<file path="src/rtl/addr8s_pkg.sv">
// Shared types and helpers for the adder-sum accumulator.
//   state_e          : accumulator FSM states
//   SUM_W            : width of the upstream adder sum (8b + 8b signed -> 9b)
//   sat_max/sat_min  : two's complement clamp values for a given width,
//                      returned in the low w bits of a 32-bit word
package addr8s_pkg;

    localparam int SUM_W = 9;

    typedef enum logic {
        ACCUM = 1'b0,
        HOLD  = 1'b1
    } state_e;

    function automatic logic [31:0] sat_max(input int unsigned w);
        return (32'd1 << (w - 32'd1)) - 32'd1;
    endfunction

    // Inverting max gives 1 followed by zeros in the low w bits.
    function automatic logic [31:0] sat_min(input int unsigned w);
        return ~sat_max(w);
    endfunction

endpackage

</file>
<file path="src/rtl/addr8s_sat_add.sv">
// Combinational saturating adder.
// Ports:
//   acc_i    in  ACC_W  running total, signed
//   sum_i    in  SUM_W  new sample, signed
//   result_o out ACC_W  clamp(acc_i + sum_i)
//   ovf_o    out 1      the clamp was applied
module addr8s_sat_add
    import addr8s_pkg::*;
#(
    parameter int ACC_W = 16,
    parameter int SUM_W = addr8s_pkg::SUM_W
) (
    input  logic [ACC_W-1:0] acc_i,
    input  logic [SUM_W-1:0] sum_i,
    output logic [ACC_W-1:0] result_o,
    output logic             ovf_o
);

    localparam logic [ACC_W-1:0] MAX_V = ACC_W'(sat_max(ACC_W));
    localparam logic [ACC_W-1:0] MIN_V = ACC_W'(sat_min(ACC_W));

    logic [ACC_W:0] wide;

    always_comb begin
        // One guard bit is enough: |acc| + |sum| never exceeds 2^ACC_W.
        wide = {acc_i[ACC_W-1], acc_i}
             + {{(ACC_W + 1 - SUM_W){sum_i[SUM_W-1]}}, sum_i};
        // Guard and sign bit disagree -> result left the ACC_W range.
        ovf_o = wide[ACC_W] ^ wide[ACC_W-1];
        if (ovf_o) begin
            result_o = wide[ACC_W] ? MIN_V : MAX_V;
        end else begin
            result_o = wide[ACC_W-1:0];
        end
    end

endmodule

</file>
<file path="src/rtl/addr8s_sum_accumulator.sv">
// Frame accumulator behind the 8-bit signed adder. Sums FRAME_LEN accepted
// samples with saturation, then holds the result on a valid/ready port.
// Ports:
//   clk, rst_n               clock, async active-low reset
//   sum_i/sum_valid_i/sum_ready_o   sample input handshake
//   clear_i                  synchronous frame abort (beats everything)
//   acc_o/acc_valid_o/acc_ready_i   frame result handshake
//   sat_o                    frame clamped at least once
//   count_o                  samples accepted so far in this frame
module addr8s_sum_accumulator
    import addr8s_pkg::*;
#(
    parameter  int SUM_W     = addr8s_pkg::SUM_W,
    parameter  int ACC_W     = 16,
    parameter  int FRAME_LEN = 16,
    localparam int CNT_W     = $clog2(FRAME_LEN)
) (
    input  logic             clk,
    input  logic             rst_n,
    input  logic [SUM_W-1:0] sum_i,
    input  logic             sum_valid_i,
    output logic             sum_ready_o,
    input  logic             clear_i,
    output logic [ACC_W-1:0] acc_o,
    output logic             acc_valid_o,
    input  logic             acc_ready_i,
    output logic             sat_o,
    output logic [CNT_W-1:0] count_o
);

    localparam logic [CNT_W-1:0] LAST_CNT = CNT_W'(FRAME_LEN - 1);

    state_e           state_q, state_d;
    logic [ACC_W-1:0] acc_q, acc_d;
    logic             sat_q, sat_d;
    logic [CNT_W-1:0] cnt_q, cnt_d;

    logic [ACC_W-1:0] add_res;
    logic             add_ovf;
    logic             accept;

    addr8s_sat_add #(
        .ACC_W (ACC_W),
        .SUM_W (SUM_W)
    ) u_sat_add (
        .acc_i    (acc_q),
        .sum_i    (sum_i),
        .result_o (add_res),
        .ovf_o    (add_ovf)
    );

    assign sum_ready_o = (state_q == ACCUM);
    assign acc_valid_o = (state_q == HOLD);
    assign acc_o       = acc_q;
    assign sat_o       = sat_q;
    assign count_o     = cnt_q;

    // clear_i drops a sample offered in the same cycle even though ready is high.
    assign accept = sum_valid_i & sum_ready_o & ~clear_i;

    always_comb begin
        state_d = state_q;
        acc_d   = acc_q;
        sat_d   = sat_q;
        cnt_d   = cnt_q;
        if (clear_i) begin
            state_d = ACCUM;
            acc_d   = '0;
            sat_d   = 1'b0;
            cnt_d   = '0;
        end else begin
            case (state_q)
                ACCUM: begin
                    // add_res is only consumed on accept, so X on an idle
                    // sum_i never reaches the registers.
                    if (accept) begin
                        acc_d = add_res;
                        sat_d = sat_q | add_ovf;
                        if (cnt_q == LAST_CNT) begin
                            cnt_d   = '0;
                            state_d = HOLD;
                        end else begin
                            cnt_d = cnt_q + 1'b1;
                        end
                    end
                end
                HOLD: begin
                    if (acc_ready_i) begin
                        state_d = ACCUM;
                        acc_d   = '0;
                        sat_d   = 1'b0;
                    end
                end
                default: state_d = ACCUM;
            endcase
        end
    end

    always_ff @(posedge clk or negedge rst_n) begin
        if (!rst_n) begin
            state_q <= ACCUM;
            acc_q   <= '0;
            sat_q   <= 1'b0;
            cnt_q   <= '0;
        end else begin
            state_q <= state_d;
            acc_q   <= acc_d;
            sat_q   <= sat_d;
            cnt_q   <= cnt_d;
        end
    end

endmodule
</file>
<file path="config.mk">
export PLATFORM = sky130hd
export DESIGN_NAME = addr8s_sum_accumulator
export DESIGN_NICKNAME = d
export VERILOG_FILES = /design/src/rtl/addr8s_pkg.sv /design/src/rtl/addr8s_sat_add.sv /design/src/rtl/addr8s_sum_accumulator.sv
export SDC_FILE = /design/constraint.sdc
export NUM_CORES = 1
export LEC_CHECK = 0
export BUFFER_PORTS_ARGS = -buffer_cell sky130_fd_sc_hd__buf_2
export CAP_MARGIN = 40
export CORE_MARGIN = 8
export CORE_UTILIZATION = 40
export CTS_CLUSTER_SIZE = 20
export DETAILED_ROUTE_END_ITERATION = 8
export PLACE_DENSITY = 0.7
export SLEW_MARGIN = 20
export SYNTH_ARGS = -nofsm -noshare
export SYNTH_HDL_FRONTEND = slang
export SYNTH_HIERARCHICAL = 1
export SYNTH_SLANG_ARGS = --single-unit
export TNS_END_PERCENT = 1
</file>
<file path="constraint.sdc">
create_clock -name clk -period 2.9 [get_ports clk]
set_input_delay 0.58 -clock clk [delete_from_list [all_inputs] [get_ports clk]]
set_output_delay 0.58 -clock clk [all_outputs]
set_load 0.005 [all_outputs]
</file>
==> impl_metrics.csv <==
group,metric,value,unit
detailed_routing,highest_layer,"met4",
worst_setup_path,cp_max_fo,7,
layout,diodes,0,
detailed_routing,first_pass_iters,4,
clock_network,cts_hold_buffers,0,
worst_setup_path,worstSetupStartpoint,"sum_i[0]",
synthesis,ys_ff_latch,22,
clock_network,h-tree-depth,1,
grt,antenna_found_initial,0,
worst_setup_path,crit_arrival,2.95,ns
grt,grt_start_max_net_pins,24,
timing,fin_ws,0.1214,ns
place,dpl_worst_slack,-0.2562,ns
clock_network,clk_pin_slew,0.09,ns
worst_setup_path,critPathLaunchType,"input port",
synthesis,synthesis.area,2133,um^2
timing,final.setup_skew,0.006987,ns
worst_setup_path,worst_setup_path_end_kind,"register",
detailed_routing,route.vias.total,1816,
timing,finalCriticalPeriod,2.779,ns
synthesis,yosysUniqueCellTypes,53,
power_and_ir_drop,leakage,1.322,nW
layout,seqCellArea,550.5,um^2
clock_network,cts_root_buf,"clkbuf_8",
worst_setup_path,worstSetupPathType,"in -> reg",
place,hpwlAfterDp,3.912,mm
detailed_routing,ant_nets,0,
grt,gr-total-overflow,0,
power_and_ir_drop,ir_drop,0.3702,mV
detailed_routing,viasPerCell,5.279,
timing,timing.fmax,0.3599,GHz
timing,hold_ws,0.2780,ns
synthesis,yosys-top-cells-count,"dfrtp_1 (22), a21o_1 (19), nand2_1 (18)",
timing,finalSetupTns,0,ns
run_status,status,"completed",
die,dieArea,7926,um^2
synthesis,synth-async-reset-ratio,1.000,
clock_network,clk_latency,0.27,ns
detailed_routing,routedWlPerCell,15.33,um
power_and_ir_drop,total_power,1.946,mW
synthesis,synth_ff_type,"dfrtp_1",
timing,relSlewSlack,0.5201,
die,start_util,0.4150,
layout,final_layout_size_suffix_gt1_frac,0.3577,
synthesis,syn_area_per_cell,9.969,um^2
flow_run,maxCapViolCount,0,
detailed_routing,drc_errors,0,
die,core_area,5140,um^2
synthesis,synth_edf_count,0,
layout,final_cells,344,
detailed_routing,wl_met2,2.483,mm
layout,fillCellCount,510,
clock_network,cts_sinks,22,
synthesis,yosys-top-cells-area,"dfrtp_1 (26%), ha_1 (10%), maj3_1 (7.0%)",
timing,hold_violations,0,
die,die_x,89.03,um
synthesis,synth_nets,246,
layout,final_util,0.5129,
worst_setup_path,r2r_cells,11,
detailed_routing,drt-initial-drc-count,56,
synthesis,netlist_instances,214,
layout,multi_input_area,1480,um^2
timing,timing.final.max_slew_violations,0,
clock_network,cts_buffer_depth,2,
worst_setup_path,reg2reg_slack,0.14,ns
synthesis,ys_seq_area_frac,0.2581,
synthesis,yosysMostFrequentCell,"dfrtp_1",
synthesis,synth_top_area_frac,0.2581,
detailed_routing,wl,5.272,mm
layout,final_nets,307,
synthesis,yosysTopAreaCell,"dfrtp_1",
timing,setup_violations,0,
timing,finalCritPeriodShare,0.9581,
place,io_buffers,36,
layout,final_area,2636,um^2
timing,worst-slew-pin-transition,0.7191,ns
place,placed_area,2527,um^2
clock_network,cts_tree,"done",
detailed_routing,wl_met3,275,um
grt,grt_pass1_wl,8.887,mm
hold_path,min_path_type,"in -> async",
die,rows,26,
place,gp_congestion,0.8551,
worst_setup_path,r2r_start,"acc_o[0]",
grt,first_global_vias,1932,
detailed_routing,wl_met1,2.485,mm
die,die-height,89.03,um
clock_network,numCtsBuffers,3,
worst_setup_path,cp.required,3.07,ns
worst_setup_path,regToRegEndpoint,"acc_o[4]",
timing,rsz0062_at_grt,"true",
layout,syn_to_final_growth,23.58,%
power_and_ir_drop,power.density,738.2,nW/um^2
synthesis,yosys_warnings,6,
grt,track_usage,0.1409,
place,dpl.cell_count,336,
die,io_pins,37,
## worst max-delay path by stage
stage                     slack, ns        end
after global placement        -0.22  acc_o[11]
after global routing         -0.006   acc_o[6]
final                          0.12   acc_o[4]
after detailed placement      -0.26   acc_o[8]
after CTS                      0.09   acc_o[8]
after floorplan              0.0005  acc_o[10]
## kinds of logic (layout without fill, tap and decap cells)
logic type | count (synthesis) | after routing | synth area share
buffers and inverters | 18 | 78 | 0.05513
AOI/OAI and AO/OA | 61 | 61 | 0.2282
muxes | 1 | 1 | 0.005278
adders and majority gates | 33 | 33 | 0.1795
xor gates and xnor gates | 13 | 13 | 0.05689
and+or+nand+nor | 66 | 66 | 0.2170
DFF | 22 | 22 | 0.2581
## critical path: stages
cell and delay, ns:
buf_2 0.12, ha_4 0.16, fa_2 0.38, a21o_1 0.20
a221oi_4 0.32, o21ai_2 0.11, nand2b_2 0.10, a41oi_4 0.13
buf_6 0.17, maj3_1 0.35, nor4b_2 0.16, a21o_1 0.17
## metal layers
layer  vias up  track usage
li1        909            -
met1       862       0.1831
met2        41       0.2325
met3         4      0.03401
met4         0      0.02417
met5         -            0
## report_power, final
group | leakage [nW] | switching [mW] | internal, mW | total, mW
logic | 0.993 | 0.557 | 0.661 | 1.22
clock network | 0.0357 | 0.114 | 0.185 | 0.299
registers | 0.294 | 0.0570 | 0.372 | 0.429
## what timing repair did
action | 4_1_cts | 5_1_grt
setup endpoints to repair | 7 | 15
endpoints found under the hold margin | 0 | 0
setup buffers | 2 | 2
resized for setup | 0 | 2
pin swaps | 1 | 2
## flip-flops by register name (all words and copies together) (netlist names)
name and count:
acc_o 16, count_o 4, acc_valid_o 1, sat_o 1
## cells in the final DEF (no fill, tap or decap), types with 2 or more instances in the layout
cell type and instances:
buf_2 36, buf_4 29, dfrtp_1 22, a21o_1 19
nand2_1 18, ha_1 16, maj3_1 15, a21oi_1 14
nor2_1 9, nor4b_1 9, xnor2_1 8, inv_1 7
nor4b_2 7, o21ai_0 6, nand3_1 4, xor2_1 4
nand2b_1 3, clkbuf_8 3, o21a_1 3, and3_1 3
a31oi_1 2, and2_1 2, buf_6 2
## cell type report
class / instances / share of cell area
Clock inverter: 1 / 0.01139
Timing Repair Buffer: 67 / 0.1595
Sequential cell: 22 / 0.2088
Clock buffer: 3 / 0.01566
Tap cell: 70 / 0.03322
Inverter: 7 / 0.009967
Multi-Input combinational cell: 174 / 0.5615
(Power assumes the default switching activity.)
